[src/rtl/strob_tx_pkg.sv]
// Shared types and constants for the strobe-driven serial word transmitter.
// Frame layout: start, DATA_W data bits MSB-first, odd parity, stop.
package strob_tx_pkg;

   typedef enum logic [2:0] {
      IDLE,
      START,
      DATA,
      PARITY,
      STOP
   } tx_state_t;

   localparam int   FRAME_EXTRA = 3;
   localparam logic LINE_IDLE   = 1'b1;

   function automatic int frame_bits(input int data_w);
      return data_w + FRAME_EXTRA;
   endfunction

endpackage

[src/rtl/strob_word_tx_if.sv]
// Write-strobe input bus and serial line / FIFO status outputs.
// master drives strobe and word; slave is the transmitter.
interface strob_word_tx_if #(
   parameter int DATA_W     = 16,
   parameter int FIFO_DEPTH = 4
);
   logic                          strob_main;
   logic [DATA_W-1:0]             data_WR;
   logic                          tx_out;
   logic                          tx_busy;
   logic [$clog2(FIFO_DEPTH):0]   fifo_count;
   logic                          fifo_full;
   logic                          fifo_empty;
   logic                          overflow;

   modport master (
      output strob_main, data_WR,
      input  tx_out, tx_busy, fifo_count,
      input  fifo_full, fifo_empty, overflow
   );

   modport slave (
      input  strob_main, data_WR,
      output tx_out, tx_busy, fifo_count,
      output fifo_full, fifo_empty, overflow
   );
endinterface

[src/rtl/word_fifo.sv]
// Small synchronous word FIFO with registered count.
// A push into a full FIFO is accepted when a pop happens in the same cycle.
module word_fifo #(
   parameter int DATA_W     = 16,
   parameter int FIFO_DEPTH = 4
) (
   input  logic                          CLK,
   input  logic                          CLR_n,
   input  logic                          push,
   input  logic                          pop,
   input  logic [DATA_W-1:0]             din,
   output logic [DATA_W-1:0]             dout,
   output logic [$clog2(FIFO_DEPTH):0]   count,
   output logic                          full,
   output logic                          empty,
   output logic                          accept
);
   import strob_tx_pkg::*;

   localparam int PW = $clog2(FIFO_DEPTH);
   localparam int CW = PW + 1;

   logic [DATA_W-1:0] mem [FIFO_DEPTH];
   logic [PW-1:0]     wr_ptr;
   logic [PW-1:0]     rd_ptr;
   logic              pop_ok;

   assign full   = (count == CW'(FIFO_DEPTH));
   assign empty  = (count == '0);
   assign pop_ok = pop && !empty;
   assign accept = push && (!full || pop_ok);
   assign dout   = mem[rd_ptr];

   // Storage write; contents need no reset since count gates visibility
   always_ff @(posedge CLK) begin
      if (accept) begin
         mem[wr_ptr] <= din;
      end
   end

   // Pointer and count bookkeeping; pointers wrap on power-of-2 depth
   always_ff @(posedge CLK) begin
      if (!CLR_n) begin
         wr_ptr <= '0;
         rd_ptr <= '0;
         count  <= '0;
      end else begin
         if (accept) begin
            wr_ptr <= wr_ptr + PW'(1);
         end
         if (pop_ok) begin
            rd_ptr <= rd_ptr + PW'(1);
         end
         count <= count + CW'(accept) - CW'(pop_ok);
      end
   end

endmodule

[src/rtl/strob_word_tx.sv]
// Captures words on write strobes into a FIFO and serialises them:
// start, data MSB-first, odd parity, stop; frames run back-to-back.
module strob_word_tx #(
   parameter int DATA_W     = 16,
   parameter int FIFO_DEPTH = 4,
   parameter int BIT_DIV    = 8
) (
   input  logic            CLK,
   input  logic            CLR_n,
   strob_word_tx_if.slave  bus
);
   import strob_tx_pkg::*;

   localparam int CW    = $clog2(FIFO_DEPTH) + 1;
   localparam int DIV_W = (BIT_DIV > 1) ? $clog2(BIT_DIV) : 1;
   localparam int BIT_W = $clog2(frame_bits(DATA_W));

   tx_state_t         state;
   tx_state_t         state_nxt;
   logic [DIV_W-1:0]  div_cnt;
   logic [BIT_W-1:0]  bit_cnt;
   logic [DATA_W-1:0] shreg;
   logic [DATA_W-1:0] head;
   logic              parity;
   logic              pop;
   logic              accept;
   logic              div_last;
   logic              data_last;
   logic              line;
   logic [CW-1:0]     count;
   logic              full;
   logic              empty;

   word_fifo #(
      .DATA_W     (DATA_W),
      .FIFO_DEPTH (FIFO_DEPTH)
   ) u_fifo (
      .CLK    (CLK),
      .CLR_n  (CLR_n),
      .push   (bus.strob_main),
      .pop    (pop),
      .din    (bus.data_WR),
      .dout   (head),
      .count  (count),
      .full   (full),
      .empty  (empty),
      .accept (accept)
   );

   assign bus.fifo_count = count;
   assign bus.fifo_full  = full;
   assign bus.fifo_empty = empty;

   assign div_last  = (div_cnt == DIV_W'(BIT_DIV - 1));
   assign data_last = (bit_cnt == BIT_W'(DATA_W));

   // FSM state register
   always_ff @(posedge CLK) begin
      if (!CLR_n) begin
         state <= IDLE;
      end else begin
         state <= state_nxt;
      end
   end

   // Next state and pop; STOP chains straight into START when work waits
   always_comb begin
      state_nxt = state;
      pop       = 1'b0;
      unique case (state)
         IDLE: begin
            if (!empty) begin
               pop       = 1'b1;
               state_nxt = START;
            end
         end
         START: begin
            if (div_last) state_nxt = DATA;
         end
         DATA: begin
            if (div_last && data_last) state_nxt = PARITY;
         end
         PARITY: begin
            if (div_last) state_nxt = STOP;
         end
         STOP: begin
            if (div_last) begin
               if (!empty) begin
                  pop       = 1'b1;
                  state_nxt = START;
               end else begin
                  state_nxt = IDLE;
               end
            end
         end
         default: state_nxt = IDLE;
      endcase
   end

   // Line level for the current state, registered below
   always_comb begin
      line = LINE_IDLE;
      unique case (state)
         IDLE:    line = LINE_IDLE;
         START:   line = 1'b0;
         DATA:    line = shreg[DATA_W-1];
         PARITY:  line = parity;
         STOP:    line = LINE_IDLE;
         default: line = LINE_IDLE;
      endcase
   end

   // Bit timing, frame-bit index, shifter load/shift and parity capture
   always_ff @(posedge CLK) begin
      if (!CLR_n) begin
         div_cnt <= '0;
         bit_cnt <= '0;
         shreg   <= '0;
         parity  <= 1'b0;
      end else begin
         if (state == IDLE || div_last) begin
            div_cnt <= '0;
         end else begin
            div_cnt <= div_cnt + DIV_W'(1);
         end
         if (pop) begin
            shreg   <= head;
            parity  <= ~^head;
            bit_cnt <= '0;
         end else if (state != IDLE && div_last) begin
            bit_cnt <= bit_cnt + BIT_W'(1);
            if (state == DATA) begin
               shreg <= {shreg[DATA_W-2:0], 1'b0};
            end
         end
      end
   end

   // Registered line, busy flag and sticky drop flag
   always_ff @(posedge CLK) begin
      if (!CLR_n) begin
         bus.tx_out   <= LINE_IDLE;
         bus.tx_busy  <= 1'b0;
         bus.overflow <= 1'b0;
      end else begin
         bus.tx_out  <= line;
         bus.tx_busy <= (state_nxt != IDLE);
         if (bus.strob_main && !accept) begin
            bus.overflow <= 1'b1;
         end
      end
   end

endmodule

[src/flat_wrapper.sv]
// flat-port wrapper written by rule: the top's interface ports become plain ports
module strob_word_tx_flat import strob_tx_pkg::*;
#(
   parameter int DATA_W     = 16,
   parameter int FIFO_DEPTH = 4,
   parameter int BIT_DIV    = 8
)
  (CLK, CLR_n, bus_strob_main, bus_data_WR, bus_tx_out, bus_tx_busy, bus_fifo_count, bus_fifo_full, bus_fifo_empty, bus_overflow);
  strob_word_tx_if #(.DATA_W(DATA_W), .FIFO_DEPTH(FIFO_DEPTH)) bus_i ();
  input  logic CLK;
  input  logic CLR_n;
  input wire logic [$bits(bus_i.strob_main)-1:0] bus_strob_main;
  input wire logic [$bits(bus_i.data_WR)-1:0] bus_data_WR;
  output wire logic [$bits(bus_i.tx_out)-1:0] bus_tx_out;
  output wire logic [$bits(bus_i.tx_busy)-1:0] bus_tx_busy;
  output wire logic [$bits(bus_i.fifo_count)-1:0] bus_fifo_count;
  output wire logic [$bits(bus_i.fifo_full)-1:0] bus_fifo_full;
  output wire logic [$bits(bus_i.fifo_empty)-1:0] bus_fifo_empty;
  output wire logic [$bits(bus_i.overflow)-1:0] bus_overflow;
  assign bus_i.strob_main = bus_strob_main;
  assign bus_i.data_WR = bus_data_WR;
  assign bus_tx_out = bus_i.tx_out;
  assign bus_tx_busy = bus_i.tx_busy;
  assign bus_fifo_count = bus_i.fifo_count;
  assign bus_fifo_full = bus_i.fifo_full;
  assign bus_fifo_empty = bus_i.fifo_empty;
  assign bus_overflow = bus_i.overflow;
  strob_word_tx #(.DATA_W(DATA_W), .FIFO_DEPTH(FIFO_DEPTH), .BIT_DIV(BIT_DIV)) u_core (.CLK(CLK), .CLR_n(CLR_n), .bus(bus_i));
endmodule
[config.mk]
export PLATFORM = sky130hd
export DESIGN_NAME = strob_word_tx_flat
export DESIGN_NICKNAME = d
export VERILOG_FILES = /design/src/rtl/strob_tx_pkg.sv /design/src/rtl/strob_word_tx_if.sv /design/src/rtl/word_fifo.sv /design/src/rtl/strob_word_tx.sv /design/src/flat_wrapper.sv
export SDC_FILE = /design/constraint.sdc
export NUM_CORES = 1
export LEC_CHECK = 0
export CAP_MARGIN = 25
export CORE_UTILIZATION = 30
export DETAILED_ROUTE_END_ITERATION = 6
export PLACE_DENSITY = 0.45
export SLEW_MARGIN = 20
export SYNTH_ARGS = -nofsm -noshare
export SYNTH_HDL_FRONTEND = slang
export SYNTH_SLANG_ARGS = --single-unit
[constraint.sdc]
create_clock -name CLK -period 2.7 [get_ports CLK]
set_input_delay 0.54 -clock CLK [delete_from_list [all_inputs] [get_ports CLK]]
set_output_delay 0.54 -clock CLK [all_outputs]
set_load 0.005 [all_outputs]
---- Word level (Yosys, flattened, before mapping) ----
Memory sizes are Yosys's and may differ from the RTL's. A register that Yosys moved wholly into a read port is not among the register bits.
Cells that the tools add are included.
word-level totals
  output and inout port bits .............. 8
  RAM bits ................................ 64
  memories kept ........................... 1
  logic and storage cells ................. 64
  bits in registers ....................... 38
cells by class
  mux-type cells .......................... 18
  add/subtract/negate cells ............... 6
  bitwise operators ....................... 1
  reduce and logical (&&, ||, !) cells .... 20
  equal/unequal tests ..................... 7
memories
  name               depth  bits a word  read ports  clocked after memory_dff  wr ports  RTL line         source
  u_core.u_fifo.mem  4      16           1           1                         1         word_fifo.sv:23  logic [DATA_W-1:0] mem [FIFO_DEPTH];
operator list
  operator             number
  $mux 16              3
  $reduce_xnor 16->1   1
  $mux 3               5
  $pmux 3 s5           1
  $eq 3x3->1 const B   3
  $eq 3x2->1 const B   2
  $logic_not 3->1      2
  $reduce_bool 3->1    2
  $add 5x1->5 const B  1
  $eq 5x5->1 const B   1
  $logic_and 1x1->1    5
  $mux 1               5
  $add 2x1->2 const B  2
  $mux 2               2
  $reduce_bool 2->1    2
  $reduce_or 2->1      2
  $add 3x1->3          1
  $add 3x1->3 const B  1
  $eq 3x1->1 const B   1
  $logic_not 1->1      3
  $pmux 1 s3           1
  $sub 3x1->3          1
  $logic_or 1x1->1     2
  $pmux 1 s2           1
  2 further kinds      2

---- Logic depth before layout (Yosys ltp) ----
Gate-level depths: netlist of run 1.
  depth in word-level cells ............... 9
  depth in mapped cells ................... 15
  gate-level depth less buffers ........... 13

---- Modules after synthesis ----
Synthesis of run 1 repeated with hierarchy kept, for this count alone.
unflattened totals
  cells, all modules ...................... 319
  area total of the unflattened synthesis .. 4386.7 µm²
by module, submodules not included
  module         cells an instance  area an instance (µm²)  times used
  word_fifo      135                2810.2                  1
  strob_word_tx  184                1576.5                  1

---- Least setup slack after synthesis of run 1 ----
OpenSTA, ideal clock, no wires.
  path type ............................... reg-to-reg
  from .................................... register u_core.div_cnt[0]
  to ...................................... register u_core.u_fifo.count[2]
  slack ................................... -0.050 ns
  arrival ................................. 2.635 ns
  period minus slack after synthesis ...... 2.750 ns
  cell stages (with the launch flop) ...... 16
  setup time .............................. 0.115 ns
  cells stage by stage .................... dfxtp_1 > ha_1 > ha_1 > inv_1 > nand2_1 > nand2b_1 > clkbuf_1 > buf_1 > nand3_1 > o21ai_0 > ha_1 > inv_1 > fa_1 > xnor2_1 > xnor2_1 > and2_1
between the ends
  longest elaborated chain between the ends .. 8
RTL lines
  what                      RTL line              source
  start: declaration        strob_word_tx.sv:20   logic [DIV_W-1:0] div_cnt;
  start signal: assignment  strob_word_tx.sv:124  div_cnt <= div_cnt + DIV_W'(1);
  $eq 3x3->1 *              strob_word_tx.sv:54   assign div_last = (div_cnt == DIV_W'(BIT_DIV - 1));
  $mux 1 *                  strob_word_tx.sv:87   if (div_last) begin
  $pmux 1 s2 *              strob_word_tx.sv:70   unique case (state)
  $logic_and 1x1->1 *       word_fifo.sv:30       assign pop_ok = pop && !empty;
  $logic_or 1x1->1          word_fifo.sv:31       assign accept = push && (!full || pop_ok);
  $logic_and 1x1->1         word_fifo.sv:31
  $add 3x1->3               word_fifo.sv:54       count <= count + CW'(accept) - CW'(pop_ok);
  $sub 3x1->3 *             word_fifo.sv:54
  end signal: assignment    word_fifo.sv:54
  end: declaration          word_fifo.sv:13       output logic [$clog2(FIFO_DEPTH):0] count,
Every way passes the cells marked *; elsewhere a longest branch is shown, timed or not.
A chain may end at the register's enable or synchronous reset.

---- Final worst setup path of run 1 ----
Ends and elaborated chain as after synthesis.

==> results of run 1 <==
## synthesized netlist by cell type
cell type / instances / share of area
o21ai_1: 1 / 0.0012
dfxtp_1: 40 / 0.19
mux4_2: 10 / 0.052
nor2b_1: 4 / 0.0058
mux4_1: 6 / 0.037
xnor2_1: 18 / 0.037
fa_1: 1 / 0.0047
clkbuf_1: 10 / 0.0087
a22oi_1: 5 / 0.0087
nor3_1: 4 / 0.0047
or3b_2: 1 / 0.0020
edfxtp_1: 64 / 0.45
o22ai_1: 1 / 0.0015
inv_1: 11 / 0.0096
nand3b_1: 1 / 0.0017
buf_6: 1 / 0.0026
ha_1: 9 / 0.026
buf_1: 2 / 0.0017
nor3b_1: 4 / 0.0070
nand2b_1: 1 / 0.0015
nor4b_1: 1 / 0.0020
a21oi_1: 3 / 0.0035
nand4b_1: 1 / 0.0020
buf_12: 1 / 0.0047
nor2_1: 14 / 0.012
o21ai_0: 3 / 0.0035
xor2_1: 5 / 0.010
a21boi_0: 6 / 0.010
nand4_1: 2 / 0.0029
mux2i_1: 12 / 0.028
buf_2: 2 / 0.0023
o211a_1: 10 / 0.023
or3_1: 3 / 0.0044
a31oi_1: 2 / 0.0029
nand2_1: 23 / 0.020
o21a_1: 1 / 0.0017
and2_1: 8 / 0.012
xnor2_2: 2 / 0.0076
nand3_1: 1 / 0.0012
## cell type report
type | count | area, um2 | area share
Tap cell | 180 | 225 | 0.0440
Timing Repair Buffer | 41 | 385 | 0.0753
Inverter | 11 | 41.3 | 0.00807
Sequential cell | 104 | 2720 | 0.532
Multi-Input combinational cell | 163 | 1460 | 0.285
Clock inverter | 7 | 55.1 | 0.0108
Clock buffer | 9 | 225 | 0.0440
## registers in the layout (all words and copies together), names as in the netlist, named ones only
register / count
u_core.u_fifo.mem: 64
u_core.shreg: 16
u_core.state: 3
u_core.bus.overflow: 1
u_core.u_fifo.count: 3
u_core.u_fifo.wr_ptr: 2
u_core.bit_cnt: 5
u_core.div_cnt: 3
u_core.bus.tx_out: 1
u_core.bus.tx_busy: 1
u_core.u_fifo.rd_ptr: 2
u_core.parity: 1
## worst max-delay path: stages (launching register included)
cell and delay [ns]:
dfxtp_1 0.32, ha_1 0.20, ha_1 0.23, inv_1 0.16, nand2_1 0.09, nand2b_1 0.17
nand3_1 0.09, o21ai_0 0.08, ha_1 0.17, inv_1 0.04, fa_1 0.37, xnor2_1 0.15
xnor2_1 0.13, and2_1 0.15
## power groups by stage
stage	sequential [mW]	combinational [mW]	clock (mW)
2_1_floorplan	2.12	1.50	0
3_3_place_gp	2.15	2.04	0
3_5_place_dp	2.16	2.03	0
4_1_cts	2.12	2.03	1.28
5_1_grt	2.15	2.19	1.34
6_report	2.12	1.99	1.24
## how the worst max path moves through the flow
| stage | startpoint | to | slack (ns) | cells after the start |
|---|---|---|---|---|
| floorplan | u_core.div_cnt[0] | u_core.u_fifo.count[2] | 0.04 | 15 |
| global placement | u_core.div_cnt[0] | u_core.u_fifo.count[2] | 0.31 | 13 |
| detailed placement | u_core.div_cnt[0] | u_core.u_fifo.count[2] | 0.28 | 13 |
| CTS | u_core.div_cnt[0] | u_core.u_fifo.count[2] | 0.26 | 13 |
| global route | u_core.div_cnt[0] | u_core.u_fifo.count[2] | 0.07 | 13 |
| finish | u_core.div_cnt[0] | u_core.u_fifo.count[2] | 0.27 | 13 |
## stage by stage
| step | setup WS [ns] | std cells |
|---|---|---|
| finish | 0.266 | 515 |
| global route | 0.0699 | 515 |
| CTS | 0.260 | 515 |
| detailed placement | 0.282 | 499 |
| global placement | 0.312 | 499 |
| floorplan | 0.0386 | 294 |
## kinds of logic after synthesis
kind of cell,count (synthesis),share of synthesized area
buffers and inverters,27,0.0297
DFF,104,0.633
adders and majority gates,10,0.0308
muxes,28,0.117
AOI/OAI and AO/OA,32,0.0567
and+or+nand+nor,68,0.0791
xor gates and xnor gates,25,0.0544
## layer usage
layer  GRT usage  wire (um)  share of wire  up-vias
li1            -          -              -     1151
met4      0.0440        115          0.015        0
met2       0.192       3810           0.49       33
met3      0.0407        290          0.037        9
met1       0.145       3590           0.46     1131
met5           0          0              0        -
==> impl_results.md, run 1 <==
* Hold Path Sink: u_core.div_cnt[0]
* Clock-pin slew on the worst setup and hold paths at 0.07 ns
* Most frequent cells in the layout: 64 x edfxtp_1, 40 x dfxtp_1, 26 x clkdlybuf4s50_1, 23 x nand2_1, 18 x xnor2_1
* Final nets at 359
* Vias at 2,324
* # port buffers at 26
* Worst IR Drop VDD at 460 uV
* Row count at 43
* Mapped Area at 4300 um2
* Hold_sp: u_core.div_cnt[0]
* Root buf cell: clkbuf_16
* Unrepaired setup endpoints after global routing: no
* Max-cap violations at 0
* Cts hold-fix bufs at 0
* DRC at 0
* Number of global-route vias before repair at 2,336
* Area delta synth->final at 18.8%
* Die Span X at 122 um
* Synth Net Count at 323
* Initial antenna violation count at 0
* LEAKAGE at 1.81 nW
* CTS tree: built
* Switching power at 1.71 mW
* Clock insertion delay at the later pin of the skew report at 0.35 ns
* Synthesized flop and latch total at 104
* Hold Crit Class: reg -> reg
* Status: complete, no violations
* Worst R2R End: u_core.u_fifo.count[2]
* Least-Margin Pin Slew at 0.569 ns
* TritonCTS Buffers at 9
* CTS sink count at 104
* Synth Warn # at 0
* Register area share after synthesis at 0.633
* Diodes inserted at 0
* Hold Fails Final Rpt at 0
* Core area at 13,900 um2
* Tot Pwr at 5.35 mW
* Routed len/inst at 15.2 um
* GP Congestion at 0.768
* Int Power at 3.64 mW
* Fin crit period at 2.43 ns
* Commonest non-fill, non-tap cell in the layout: edfxtp_1
* I/O pin total at 27
* Max FO, Critical Path at 5
* Pin count of the biggest net entering global routing at 24
* DR iter-0 viols at 166
* Sw frac at 0.320
* Rel. slew slack at 0.618
* Fin. max-slew vios at 0
* Pwr/cell area at 1050 nW/um2
* Final wirelength at 7810 um
* Reg2Reg Depth at 13
* Final setup violation count at 0
* First-pass DRT Iterations at 4
* Final core occ at 0.367
* WP data arrival at 2.69 ns
* Area after DPL at 4830 um2
* Total track usage at 0.118
* Final Cycle Share at 0.901
* Cells after Synth at 294
* Worst path required time at 2.95 ns
* Post-DP HPWL at 5030 um
* H-Tree Depth at 3
* Internal reg-to-reg setup slack at 0.27 ns
* Fin Setup TNS at 0 ns
* WHS at 0.442 ns
* Seq pwr share at 0.396
* Clk_skew at 0.00875 ns
* Finished Cell Area at 5110 um2
* CP Capture Type: flip-flop
* Fmax at 0.411 GHz
* Critical Path Start Type: flip-flop
* Full die area at 14,800 um2
* Remaining global-route overflow at 0
* Vias per cell at 4.51
* Fillers at 1,330
* Syn_area_per_cell at 14.6 um2
* Layout cells sized above 1 at 0.131
* Hold depth at 1
* Power share of the clock group at 0.231
* Comb pwr share at 0.373
* Starting Density at 0.309
* ANT nets after route at 0
* Launch point of the worst reg-to-reg path: u_core.div_cnt[0]
* Post-CTS sizing at 0
* Max Buffers Root-to-Sink at 2
* DIE HEIGHT at 122 um
* Critical path class: reg -> reg
* Yosys cell types at 39
* First-pass GRT wire length at 12,500 um
* Post-CTS setup buffer count at 0
Power figures use the tool's default switching activity.
==> run 2: changes to the inputs <==
--- a/config.mk
+++ b/config.mk
@@ -8,7 +8,9 @@
 export CAP_MARGIN = 25
 export CORE_UTILIZATION = 30
 export DETAILED_ROUTE_END_ITERATION = 6
-export PLACE_DENSITY = 0.45
+export DONT_BUFFER_PORTS = 1
+export MAX_ROUTING_LAYER = met4
+export PLACE_DENSITY = 0.42
 export SLEW_MARGIN = 20
 export SYNTH_ARGS = -nofsm -noshare
 export SYNTH_HDL_FRONTEND = slang
==> run 2 against run 1 <==
Compared with the run above:
- core utilization fell by 2.0 points
- count of clock-buffer cells in the layout unchanged
- largest cell class unchanged
- largest power group unchanged
- critical path type unchanged
- non-clock buffer count down 27
==> impl_results.md, run 2 (same netlist as run 1, synthesis figures left out) <==
* Row count at 43
* Busiest grt layer: met2
* Pin count of the biggest net entering global routing at 33
* Placed cells at 472
* Launch point of the worst reg-to-reg path: u_core.div_cnt[0]
* Final setup violation count at 0
* Post-CTS setup buffer count at 0
* H-Tree Depth at 3
* Die Span X at 122 um
* Most frequent cells in the layout: 64 x edfxtp_1, 40 x dfxtp_1, 23 x nand2_1, 18 x xnor2_1
* Clk_skew at 0.0104 ns
* Fin Setup TNS at 0 ns
* Full die area at 14,800 um2
* WP data arrival at 2.63 ns
* Max-cap violations at 0
* GP Congestion at 0.715
* Total track usage at 0.119
* Hold Fails Final Rpt at 0
* Remaining global-route overflow at 0
* DR iter-0 viols at 107
* Fin crit period at 2.39 ns
* Met1 Usage GRT at 0.132
* Least-Margin Pin Slew at 0.556 ns
* Starting Density at 0.309
* Max reg flops at 64
* Vias at 2,234
* Root buf cell: clkbuf_16
* Fillers at 1,308
* Worst path required time at 2.95 ns
* Status: complete, no violations
* Final Cycle Share at 0.883
* DIE HEIGHT at 122 um
* Initial antenna violation count at 0
* Largest Register: u_core.u_fifo.mem
* CP Capture Type: flip-flop
* TritonCTS Buffers at 9
* Area delta synth->final at 12.3%
* Commonest non-fill, non-tap cell in the layout: edfxtp_1
* Largest registers: u_core.u_fifo.mem x64, u_core.shreg x16, u_core.bit_cnt x5
* Critical Path Start Type: flip-flop
* Routed len/inst at 15.7 um
* I/O pin total at 27
* # port buffers at 0
* Reg2Reg Depth at 13
* Fin. max-slew vios at 0
* Diodes inserted at 0
* Critical path class: reg -> reg
* Internal reg-to-reg setup slack at 0.31 ns
* Vias per cell at 4.58
* Final nets at 332
* Worst R2R End: u_core.u_fifo.count[2]
* Unrepaired setup endpoints after global routing: no
* DRC at 0
* Tot Pwr at 5.17 mW
* Clock-pin slew on the worst setup and hold paths at 0.07 ns
* CTS tree: built
* Hold Crit Class: in -> reg
* First-pass DRT Iterations at 4
* Slack of the critical path at 0.315 ns
* Cts hold-fix bufs at 0
* Max Buffers Root-to-Sink at 2
* LEAKAGE at 1.71 nW
* Met2 Resource Use GR at 0.196
* Clock insertion delay at the later pin of the skew report at 0.35 ns
* Hold depth at 0
* Hold Path Sink: u_core.u_fifo.mem[1][12]
* Layout Cells excl Fill at 488
* Number of global-route vias before repair at 2,331
* Core area at 13,900 um2
* Final wirelength at 7670 um
* CTS sink count at 104
* Post-DP HPWL at 4890 um
* Layout cells sized above 1 at 0.140
* Worst IR Drop VDD at 416 uV
* First-pass GRT wire length at 12,300 um
* Post-CTS sizing at 0
* Max FO, Critical Path at 5
* Pwr/cell area at 1070 nW/um2
* Rel. slew slack at 0.627
* Fmax at 0.419 GHz
* Setup WS pre-CTS at 0.307 ns
* ANT nets after route at 0
* Hold_sp: bus_data_WR[12]
* Met3 usage at 0.0426
-- run 2: cell count changes in the layout (fill, tap and decap cells not counted), sizes merged --
cell	before	now
buf	15	14
clkdlybuf4s50	26	0
clkinv	3	4
clkinvlp	2	0
inv	13	14
-- run 2: final cells by class --
| class | count | area, um2 | share of cell area |
|---|---|---|---|
| flip-flops and latches | 104 | 2720 | 0.563 |
| repair buffers | 14 | 105 | 0.0218 |
| clock inverters | 7 | 52.6 | 0.0109 |
| inverters | 11 | 41.3 | 0.00854 |
| well taps | 180 | 225 | 0.0466 |
| multi-input cells | 163 | 1460 | 0.302 |
| clock buffers | 9 | 225 | 0.0466 |
-- run 2: worst max-delay path by stage --
stage,cells past startpoint,slack (ns),end,start
after global routing,13,0.14,u_core.u_fifo.count[2],u_core.div_cnt[0]
after detailed placement,13,0.31,u_core.u_fifo.count[2],u_core.div_cnt[0]
after floorplan,15,0.04,u_core.u_fifo.count[2],u_core.div_cnt[0]
final,13,0.31,u_core.u_fifo.count[2],u_core.div_cnt[0]
after global placement,13,0.36,u_core.u_fifo.count[2],u_core.div_cnt[0]
after CTS,13,0.30,u_core.u_fifo.count[2],u_core.div_cnt[0]
-- run 2: power by group --
group | leakage [nW] | switching, mW | internal [mW]
clock | 0.138 | 0.574 | 0.633
sequential | 0.915 | 0.123 | 1.99
combinational | 0.654 | 0.950 | 0.908
total | 1.71 | 1.65 | 3.53
-- run 2: metrics by stage --
stage,utilization,area (um2),hold WS [ns]
detailed placement,0.327,4550,0.423
CTS,0.347,4830,0.264
floorplan,-,4310,0.398
finish,0.347,4830,0.285
global placement,0.327,4550,0.406
global route,0.347,4830,0.258
-- run 2: per-layer routing --
metal | share of wire | vias to the layer above
met2 | 0.50 | 41
met3 | 0.047 | 8
met4 | 0.014 | 0
met1 | 0.44 | 1096
li1 | - | 1089
met5 | 0 | -
-- run 2: critical path: stages (launching register included) --
cell and delay (ns):
dfxtp_1 0.32, ha_1 0.19, ha_1 0.23, inv_1 0.16, nand2_1 0.09, nand2b_1 0.14
nand3_1 0.08, o21ai_0 0.08, ha_1 0.17, inv_1 0.05, fa_1 0.37, xnor2_1 0.14
xnor2_1 0.12, and2_1 0.15
